File: src/rtl/seg7_pkg.sv
// Shared glyph table, code constants and FSM state encoding for the 7-segment scan decoder.
// Segment bit order is {a,b,c,d,e,f,g} with a in bit 6.
package seg7_pkg;

    localparam logic [6:0] GLYPH_0     = 7'h7E;
    localparam logic [6:0] GLYPH_1     = 7'h30;
    localparam logic [6:0] GLYPH_2     = 7'h6D;
    localparam logic [6:0] GLYPH_3     = 7'h79;
    localparam logic [6:0] GLYPH_4     = 7'h33;
    localparam logic [6:0] GLYPH_5     = 7'h5B;
    localparam logic [6:0] GLYPH_6     = 7'h5F;
    localparam logic [6:0] GLYPH_7     = 7'h70;
    localparam logic [6:0] GLYPH_8     = 7'h7F;
    localparam logic [6:0] GLYPH_9     = 7'h7B;
    localparam logic [6:0] GLYPH_ALT_6 = 7'h1F;
    localparam logic [6:0] GLYPH_ALT_7 = 7'h72;
    localparam logic [6:0] GLYPH_ALT_9 = 7'h73;
    localparam logic [6:0] GLYPH_BLANK = 7'h00;

    localparam logic [3:0] CODE_BLANK   = 4'hF;
    localparam logic [3:0] CODE_ILLEGAL = 4'hE;

    typedef enum logic [1:0] {WAIT, SETTLE, CAPTURE, HOLD} seg7_state_e;

    function automatic logic is_onehot8(input logic [7:0] v);
        return (v != 8'd0) && ((v & (v - 8'd1)) == 8'd0);
    endfunction

endpackage

File: src/rtl/seg7_glyph_decode.sv
// Combinational 7-segment glyph to BCD decoder with illegal-glyph flag.
// Alternate glyphs for 6, 7 and 9 are accepted only when SEG7_ALT_GLYPH_EN is defined.
module seg7_glyph_decode
    import seg7_pkg::*;
(
    input  logic [6:0] glyph,
    output logic [3:0] code,
    output logic       illegal
);

    always_comb begin
        code    = CODE_ILLEGAL;
        illegal = 1'b1;
        case (glyph)
            GLYPH_0:     begin code = 4'd0;       illegal = 1'b0; end
            GLYPH_1:     begin code = 4'd1;       illegal = 1'b0; end
            GLYPH_2:     begin code = 4'd2;       illegal = 1'b0; end
            GLYPH_3:     begin code = 4'd3;       illegal = 1'b0; end
            GLYPH_4:     begin code = 4'd4;       illegal = 1'b0; end
            GLYPH_5:     begin code = 4'd5;       illegal = 1'b0; end
            GLYPH_6:     begin code = 4'd6;       illegal = 1'b0; end
            GLYPH_7:     begin code = 4'd7;       illegal = 1'b0; end
            GLYPH_8:     begin code = 4'd8;       illegal = 1'b0; end
            GLYPH_9:     begin code = 4'd9;       illegal = 1'b0; end
            GLYPH_BLANK: begin code = CODE_BLANK; illegal = 1'b0; end
`ifdef SEG7_ALT_GLYPH_EN
            GLYPH_ALT_6: begin code = 4'd6;       illegal = 1'b0; end
            GLYPH_ALT_7: begin code = 4'd7;       illegal = 1'b0; end
            GLYPH_ALT_9: begin code = 4'd9;       illegal = 1'b0; end
`endif
            default: ;
        endcase
    end

endmodule

File: src/rtl/seg7_scan_decoder.sv
// Recovers per-position BCD codes from a time-multiplexed 7-segment bus tap.
// Optional SEG7_ALT_GLYPH_EN (honoured by seg7_glyph_decode) accepts alternate 6/7/9 glyphs.
module seg7_scan_decoder
    import seg7_pkg::*;
#(
    parameter int NUM_DIGITS    = 4,
    parameter int STABLE_CYCLES = 4
) (
    input  logic                    clk,
    input  logic                    rst_n,
    input  logic [6:0]              seg,
    input  logic [NUM_DIGITS-1:0]   dsel,
    input  logic                    err_clr,
    output logic [4*NUM_DIGITS-1:0] digits,
    output logic [NUM_DIGITS-1:0]   digit_vld,
    output logic                    upd,
    output logic [2:0]              upd_idx,
    output logic                    frame_done,
    output logic                    err
);

    localparam logic [1:0] S_WAIT    = WAIT;
    localparam logic [1:0] S_SETTLE  = SETTLE;
    localparam logic [1:0] S_CAPTURE = CAPTURE;
    localparam logic [1:0] S_HOLD    = HOLD;
    localparam logic [7:0] STABLE_TARGET = 8'(STABLE_CYCLES);

    logic [1:0]                  state;
    logic [NUM_DIGITS-1:0]       smp_dsel;
    logic [6:0]                  smp_seg;
    logic [7:0]                  cnt;
    logic [7:0]                  cnt_next;
    logic [NUM_DIGITS-1:0][3:0]  digit_q;
    logic [NUM_DIGITS-1:0]       vld_q;
    logic [NUM_DIGITS-1:0]       frame_mask;
    logic [NUM_DIGITS-1:0]       cap_mask;
    logic                        upd_q;
    logic [2:0]                  upd_idx_q;
    logic                        frame_done_q;
    logic                        err_q;

    logic       dsel_onehot;
    logic       in_changed;
    logic       capture;
    logic [3:0] cap_code;
    logic       cap_illegal;
    logic [2:0] cap_idx;

    seg7_glyph_decode u_decode (
        .glyph   (smp_seg),
        .code    (cap_code),
        .illegal (cap_illegal)
    );

    assign dsel_onehot = is_onehot8(8'(dsel));
    assign in_changed  = (dsel != smp_dsel) || (seg != smp_seg);
    assign capture     = (state == S_CAPTURE);
    assign cap_mask    = capture ? smp_dsel : '0;
    assign cnt_next    = (cnt == 8'hFF) ? cnt : cnt + 8'd1;

    always_comb begin
        cap_idx = 3'd0;
        for (int k = 0; k < NUM_DIGITS; k++) begin
            if (smp_dsel[k]) cap_idx = 3'(k);
        end
    end

    // Stability qualifier: any input change restarts the count from the new sample.
    always_ff @(posedge clk or negedge rst_n) begin
        if (!rst_n) begin
            state    <= S_WAIT;
            smp_dsel <= '0;
            smp_seg  <= '0;
            cnt      <= 8'd0;
        end else begin
            case (state)
                S_WAIT: begin
                    if (dsel_onehot) begin
                        smp_dsel <= dsel;
                        smp_seg  <= seg;
                        cnt      <= 8'd1;
                        state    <= S_SETTLE;
                    end
                end
                S_SETTLE: begin
                    if (!dsel_onehot) begin
                        state <= S_WAIT;
                    end else if (in_changed) begin
                        smp_dsel <= dsel;
                        smp_seg  <= seg;
                        cnt      <= 8'd1;
                    end else begin
                        cnt <= cnt_next;
                        if (cnt_next >= STABLE_TARGET) state <= S_CAPTURE;
                    end
                end
                S_CAPTURE: state <= S_HOLD;
                S_HOLD: begin
                    if (!dsel_onehot) begin
                        state <= S_WAIT;
                    end else if (in_changed) begin
                        smp_dsel <= dsel;
                        smp_seg  <= seg;
                        cnt      <= 8'd1;
                        state    <= S_SETTLE;
                    end
                end
                default: state <= S_WAIT;
            endcase
        end
    end

    always_ff @(posedge clk or negedge rst_n) begin
        if (!rst_n) begin
            digit_q   <= '1;
            vld_q     <= '0;
            upd_q     <= 1'b0;
            upd_idx_q <= 3'd0;
        end else begin
            upd_q <= capture;
            if (capture) begin
                upd_idx_q <= cap_idx;
                vld_q     <= vld_q | smp_dsel;
                for (int k = 0; k < NUM_DIGITS; k++) begin
                    if (smp_dsel[k]) digit_q[k] <= cap_code;
                end
            end
        end
    end

    // A completed frame restarts the mask with whatever is captured in the same cycle.
    always_ff @(posedge clk or negedge rst_n) begin
        if (!rst_n) begin
            frame_mask   <= '0;
            frame_done_q <= 1'b0;
        end else if (&frame_mask) begin
            frame_mask   <= cap_mask;
            frame_done_q <= 1'b1;
        end else begin
            frame_mask   <= frame_mask | cap_mask;
            frame_done_q <= 1'b0;
        end
    end

    always_ff @(posedge clk or negedge rst_n) begin
        if (!rst_n) begin
            err_q <= 1'b0;
        end else if (capture && cap_illegal) begin
            err_q <= 1'b1;
        end else if (err_clr) begin
            err_q <= 1'b0;
        end
    end

    assign digits     = digit_q;
    assign digit_vld  = vld_q;
    assign upd        = upd_q;
    assign upd_idx    = upd_idx_q;
    assign frame_done = frame_done_q;
    assign err        = err_q;

endmodule

File: config.mk
export PLATFORM = sky130hd
export DESIGN_NAME = seg7_scan_decoder
export DESIGN_NICKNAME = d
export VERILOG_FILES = /design/src/rtl/seg7_pkg.sv /design/src/rtl/seg7_glyph_decode.sv /design/src/rtl/seg7_scan_decoder.sv
export SDC_FILE = /design/constraint.sdc
export NUM_CORES = 1
export LEC_CHECK = 0
export ABC_AREA = 0
export CAP_MARGIN = 20
export CORE_MARGIN = 1.5
export CORE_UTILIZATION = 51
export DETAILED_ROUTE_END_ITERATION = 8
export GPL_TIMING_DRIVEN = 1
export PLACE_DENSITY = 0.87
export SLEW_MARGIN = 40
export SYNTH_ARGS = -nofsm -noshare
export SYNTH_HDL_FRONTEND = slang
export SYNTH_SLANG_ARGS = --single-unit
File: constraint.sdc
create_clock -name clk -period 3.95 [get_ports clk]
set_input_delay 0.79 -clock clk [delete_from_list [all_inputs] [get_ports clk]]
set_output_delay 0.79 -clock clk [all_outputs]
set_load 0.005 [all_outputs]
---- Yosys cells after proc, flatten, opt, wreduce, memory -nomap -nowiden ----
Index checks and enable logic that the tools add are counted.
storage, ports and cells
  register bits after elaboration ......... 51
  bits in latches ......................... 0
  bits in writable memories ............... 0
  bits in read-only memories .............. 0
  bits of input ports ..................... 14
  memories ................................ 0
operators by class
  $add $sub $neg .......................... 2
  $mul .................................... 0
  divide/modulo/power cells ............... 0
  order comparisons ....................... 1
  equal/unequal tests ..................... 25
  shift operators ......................... 0
  multiplexer cells ....................... 32
  bitwise logic cells ..................... 3
  reductions and logical operators ........ 20
operator list
  kind                 number
  $eq 7x7->1 const B   8
  $mux 8               6
  $pmux 4 s11          1
  $pmux 8 s3           1
  $mux 7               3
  $mux 4               5
  $eq 7x6->1 const B   2
  $mux 2               7
  $pmux 7 s2           1
  $reduce_and 4->1     3
  $reduce_or 11->1     1
  $ne 3x3->1 const B   3
  $add 8x1->8 const B  1
  $and 4x8->8          1
  $eq 8x8->1 const B   1
  $ge 8x3->1 const B   1
  $logic_not 8->1      1
  $ne 2x2->1 const B   4
  $or 4x4->4           2
  $pmux 2 s4           1
  $pmux 4 s2           1
  $reduce_and 2->1     4
  $logic_not 7->1      1
  $ne 7x7->1           1
  other kinds (15)     23

---- Longest topological paths before layout ----
  depth after elaboration ................. 7
  mapped depth ............................ 7
  gate-level depth less buffers ........... 6

---- Modules after synthesis ----
From an unflattened synthesis, not the netlist that was laid out.
unflattened totals
  cells, all modules ...................... 240
  area, all modules ....................... 2,610.0 µm²
modules (own cells, without submodules)
  module             times used  cells an instance  area each (µm²)  seq. area each (µm²)
  seg7_scan_decoder  1           206                2,379.8          1,271.2
  seg7_glyph_decode  1           34                 230.2            0.0

---- Least setup slack after synthesis ----
OpenSTA, ideal clock, no wires.
  kind .................................... input to register
  from .................................... input port dsel[2]
  to ...................................... register smp_dsel[0]
  setup time .............................. 125 ps
  arrival ................................. 1,984 ps
  required time ........................... 3,825 ps
  slack ................................... 1,841 ps
  stages on the path ...................... 5
  path buffers ............................ 0
  cells stage by stage .................... or3b_1 -> o211ai_2 -> nand3b_4 -> nor2_8 -> mux2_2
on the way
  cells in the longest elaborated chain, start to end .. 6
  elaborated cells on any way between the ends .. 11
  classes of those cells .................. add/sub: 1; eq/ne: 4; bitwise: 1; reduce/logical: 5
ends and longest elaborated chain
  what                                                              line                      RTL
  from (decl)                                                       seg7_scan_decoder.sv:12   input logic [NUM_DIGITS-1:0] dsel,
  $sub 4x1->5                                                       seg7_pkg.sv:26            return (v != 8'd0) && ((v & (v - 8'd1)) == 8'd0);
  $and 4x8->8                                                       seg7_pkg.sv:26
  $logic_not 8->1                                                   seg7_pkg.sv:26
  $logic_and 1x1->1                                                 seg7_pkg.sv:26
  $ne 2x1->1 (no source line) / $ne 2x2->1 (equally long branches)  --
  $reduce_and 4->1 (no source line) (*)                             --
  to (signal assigned)                                              seg7_scan_decoder.sv:79   smp_dsel <= dsel;
  to (signal assigned)                                              seg7_scan_decoder.sv:89   smp_dsel <= dsel;
  to (signal assigned)                                              seg7_scan_decoder.sv:102  smp_dsel <= dsel;
  to (decl)                                                         seg7_scan_decoder.sv:29   logic [NUM_DIGITS-1:0] smp_dsel;
Mark *: on every way between the ends. The rest lies on a longest branch, timed or not.
A chain may end at the register's enable or synchronous reset.

---- Worst setup path after layout ----
  from .................................... input port dsel[2]
  to ...................................... register state[0]
on the way
  cells in the longest elaborated chain, start to end .. 6
  elaborated cells on any way between the ends .. 15
  classes of those cells .................. add/sub: 1; eq/ne: 5; mux: 3; bitwise: 1; reduce/logical: 5
ends and longest elaborated chain
  what                                                                    line                     RTL
  $sub 4x1->5                                                             seg7_pkg.sv:26
  $and 4x8->8                                                             seg7_pkg.sv:26
  $logic_not 8->1                                                         seg7_pkg.sv:26
  $logic_and 1x1->1                                                       seg7_pkg.sv:26
  $ne 3x3->1 (no source line) (tied with other cells)                     --
  $reduce_and 4->1 (no source line) / $pmux 2 s4 (equally long branches)  --
  to (signal assigned)                                                    seg7_scan_decoder.sv:71  state <= S_WAIT;
  to (signal assigned)                                                    seg7_scan_decoder.sv:82  state <= S_SETTLE;
  to (signal assigned)                                                    seg7_scan_decoder.sv:87  state <= S_WAIT;
  to (decl)                                                               seg7_scan_decoder.sv:28  logic [1:0] state;
Several ways; a longest one is shown, not always the timed one.

==> results.md <==
* Status: finished clean
* Initial antenna violation count at 0
* Layout Nets at 308
* CP Capture Type: flop
* LEAKAGE at 0.001244 uW
* PortBufs at 38
* Worst Path Arrival at 2750 ps
* Area of the multi-input gates at 0.001174 mm2
* FF-to-FF End: state[0]
* Post-cts repair resize count at 0
* # rows at 25
* Slew @ Worst Pin at 621.3 ps
* Hold_ws at 421.2 ps
* Max Cap Viol at 0
* Vias in the first global route at 1,968
* Slew margin rel. at 58.44%
* Initial core utilization at 53.33%
* Fin crit share at 64.47%
* Worst r2r path cells at 5
* FF-to-FF Start: smp_seg[4]
* R2R Setup Slk at 1870 ps
* RSZ-0062 raised after global routing: false
* Avg Cell Area, Syn at 9.855 um2
* Internal power at 731.3 uW
* CP peak stage delay at 580 ps
* Die height at 73.75 um
* Htree depth at 2
* I/O pin total at 40
* Pin count of the biggest net entering global routing at 31
* GRT Total Usage at 21.25%
* Cells after Synth at 259
* Tmin final at 2547 ps
* CORE AREA at 0.004786 mm2
* Worst-path clk slew at 100 ps
* Residual DRC count at 0
* Vias/cell at 5.762
* Reg power frac at 55.6%
* Fin Setup TNS at 0 ps
* CTS Buf Count at 5
* Warnings from Yosys at 0
* DRT antenna net count at 0
* Synth-to-layout area growth at 19.41%
* Clk sinks at 50
* Dominant synthesized flop cell: dfrtp_1
* Gate power share at 14.1%
* Setup bufs post-CTS at 0
* F_max at 0.3927 GHz
* Slew Viols, Final at 0
* N_diodes at 0
* Final Hold Vio Count at 0
* Post-synth cell types at 56
* Most frequent cells in the layout: clkdlybuf4s50_1, nand2_1, dfrtp_1
* Worst setup endpoint: state[0]
* Worst VDD drop at 0.2612 mV
* Drt first-iter violations at 123
* Critical Path RT at 4150 ps
* Worst path cell trace: clkdlybuf4s50_1, xnor2_1, nand4_1, nor3_4, a21boi_0, or3_1
* CP startpoint kind: input pin
* Worst clock skew at 9.674 ps
* Setup crit start: dsel[2]
* Area leader, netlist: dfrtp_1
* Detailed-route wire length per cell at 14.71 um
* #FFs+latches synth at 50
* DPL Wire Length at 3889 um
* Most common cell after layout, fill and taps aside: clkdlybuf4s50_1
* Final WL at 5309 um
* Async set-reset flop share out of synthesis at 100.0%
* Syn nets at 274
* Hold Path Class: input pin to asynchronous set/reset pin
* Clock buffer depth at 2
* Largest cells by area after synthesis: dfrtp_1, dfstp_2, nand2_1, xnor2_1, o21ai_0
* Number of synthesized flops with an enable pin at 0
* CTS Hold Bufs at 0
* First-pass GRT wire length at 8887 um
* Share of cells above drive strength 1 at 13.95%
* Worst skew pair latency at 310 ps
* Routed vias at 2,080
* Worst Path Max Fanout at 13
* Die footprint at 0.005438 mm2
* Power share of the clock group at 30.3%
* DR pass1 iterations at 4
* Setup Viol. Count Final at 0
* Worst path slowest cell: clkdlybuf4s50_1
* Synth top area share at 33.33%
* Reg area at 0.001271 mm2
* CTS root buf: clkbuf_8
* Fillcell total at 415
* Psw at 305.1 uW
* Placer Congestion at 0.8818
* Crit path kind: input pin to flop
* CTS tree: built
* Post-synthesis sequential area ratio at 49.80%
* GRT Residual Overflow at 0
* Die W at 73.75 um
* PD cells at 340.0 mW/mm2
* Sw frac at 29.44%
* Post-Syn Area at 0.002552 mm2
## stage by stage
stage / setup slack, ps / instances / total power (uW) / cell area, um2 / utilization (%)
finish: 1403 / 361 / 1036 / 3048 / 63.69
global route: 1225 / 361 / 1081 / 3048 / 63.69
CTS: 1402 / 361 / 1043 / 3048 / 63.69
detailed placement: 1069 / 353 / 730.5 / 2957 / 61.78
global placement: 1104 / 353 / 724.9 / 2957 / 61.78
floorplan: 1841 / 259 / 683.0 / 2552 / -
## power by group through the flow
stage | Sequential [uW] | Clock, uW | Combinational, uW
finish | 577 | 314 | 146
global route | 582 | 338 | 162
CTS | 575 | 320 | 147
detailed placement | 584 | 0 | 146
global placement | 583 | 0 | 142
floorplan | 553 | 0 | 130
## final cells by class
class	count	share of cell area (%)
clock buffers	5	2.258
repair buffers	40	12.81
flip-flops and latches	50	41.71
multi-input cells	186	38.51
inverters	10	1.232
well taps	67	2.750
clock inverters	3	0.7389
## cells by family after synthesis
group	Yosys count	synth area share [%]
AO/OA/AOI/OAI	67	16.67
XOR/XNOR	13	4.461
adder cells (fa/ha/maj)	1	0.4901
buffers and inverters	23	4.216
flip-flops	50	49.80
multiplexers	9	3.971
other	1	0.1469
AND/OR/NAND/NOR	95	20.25
## Yosys cell counts, drive strengths merged (2+ instances only)
| cell | instances |
|---|---|
| a31oi | 6 |
| mux2 | 9 |
| nor2 | 13 |
| buf | 11 |
| clkbuf | 2 |
| dfrtp | 34 |
| o31ai | 2 |
| o32ai | 2 |
| nand3 | 10 |
| a21oi | 18 |
| and3b | 2 |
| o22ai | 3 |
| and3 | 4 |
| o211ai | 3 |
| xnor2 | 13 |
| nand4 | 6 |
| nor3 | 5 |
| nand3b | 2 |
| or3 | 2 |
| o21ai | 20 |
| and2 | 4 |
| nand2 | 36 |
| dfstp | 16 |
| inv | 10 |
| and4 | 2 |
| nand2b | 4 |
## worst min path at each step
stage | depth (start not counted) | end | slack, ps | from
final | 1 | digit_vld[1] | 420 | rst_n
after global routing | 1 | smp_seg[4] | 460 | rst_n
after CTS | 1 | cnt[3] | 430 | rst_n
after detailed placement | 1 | digit_vld[2] | 450 | digit_vld[2]
after global placement | 1 | digit_vld[2] | 450 | digit_vld[2]
after floorplan | 2 | frame_mask[0] | 450 | frame_mask[0]
## flip-flops by register name, indices dropped and copies added (netlist names), named ones only
register / cells
digit_vld: 4
upd_idx: 2
frame_done: 1
smp_dsel: 4
upd: 1
err: 1
frame_mask: 4
digits: 16
cnt: 8
state: 1
smp_seg: 7
## critical path: cells and delay by family
family	cells	cell delay, ps
AND/OR/NAND/NOR	3	1050
buffers and inverters	1	580
AO/OA/AOI/OAI	1	160
XOR/XNOR	1	150
## metal layers
metal | track usage, % | vias to the layer above | wire length [um]
li1 | - | 989 | -
met1 | 28.50 | 1015 | 2386
met2 | 32.83 | 68 | 2510
met3 | 5.898 | 8 | 330
met4 | 7.819 | 0 | 82
met5 | 0 | - | 0
Power figures use the tool's default switching activity.
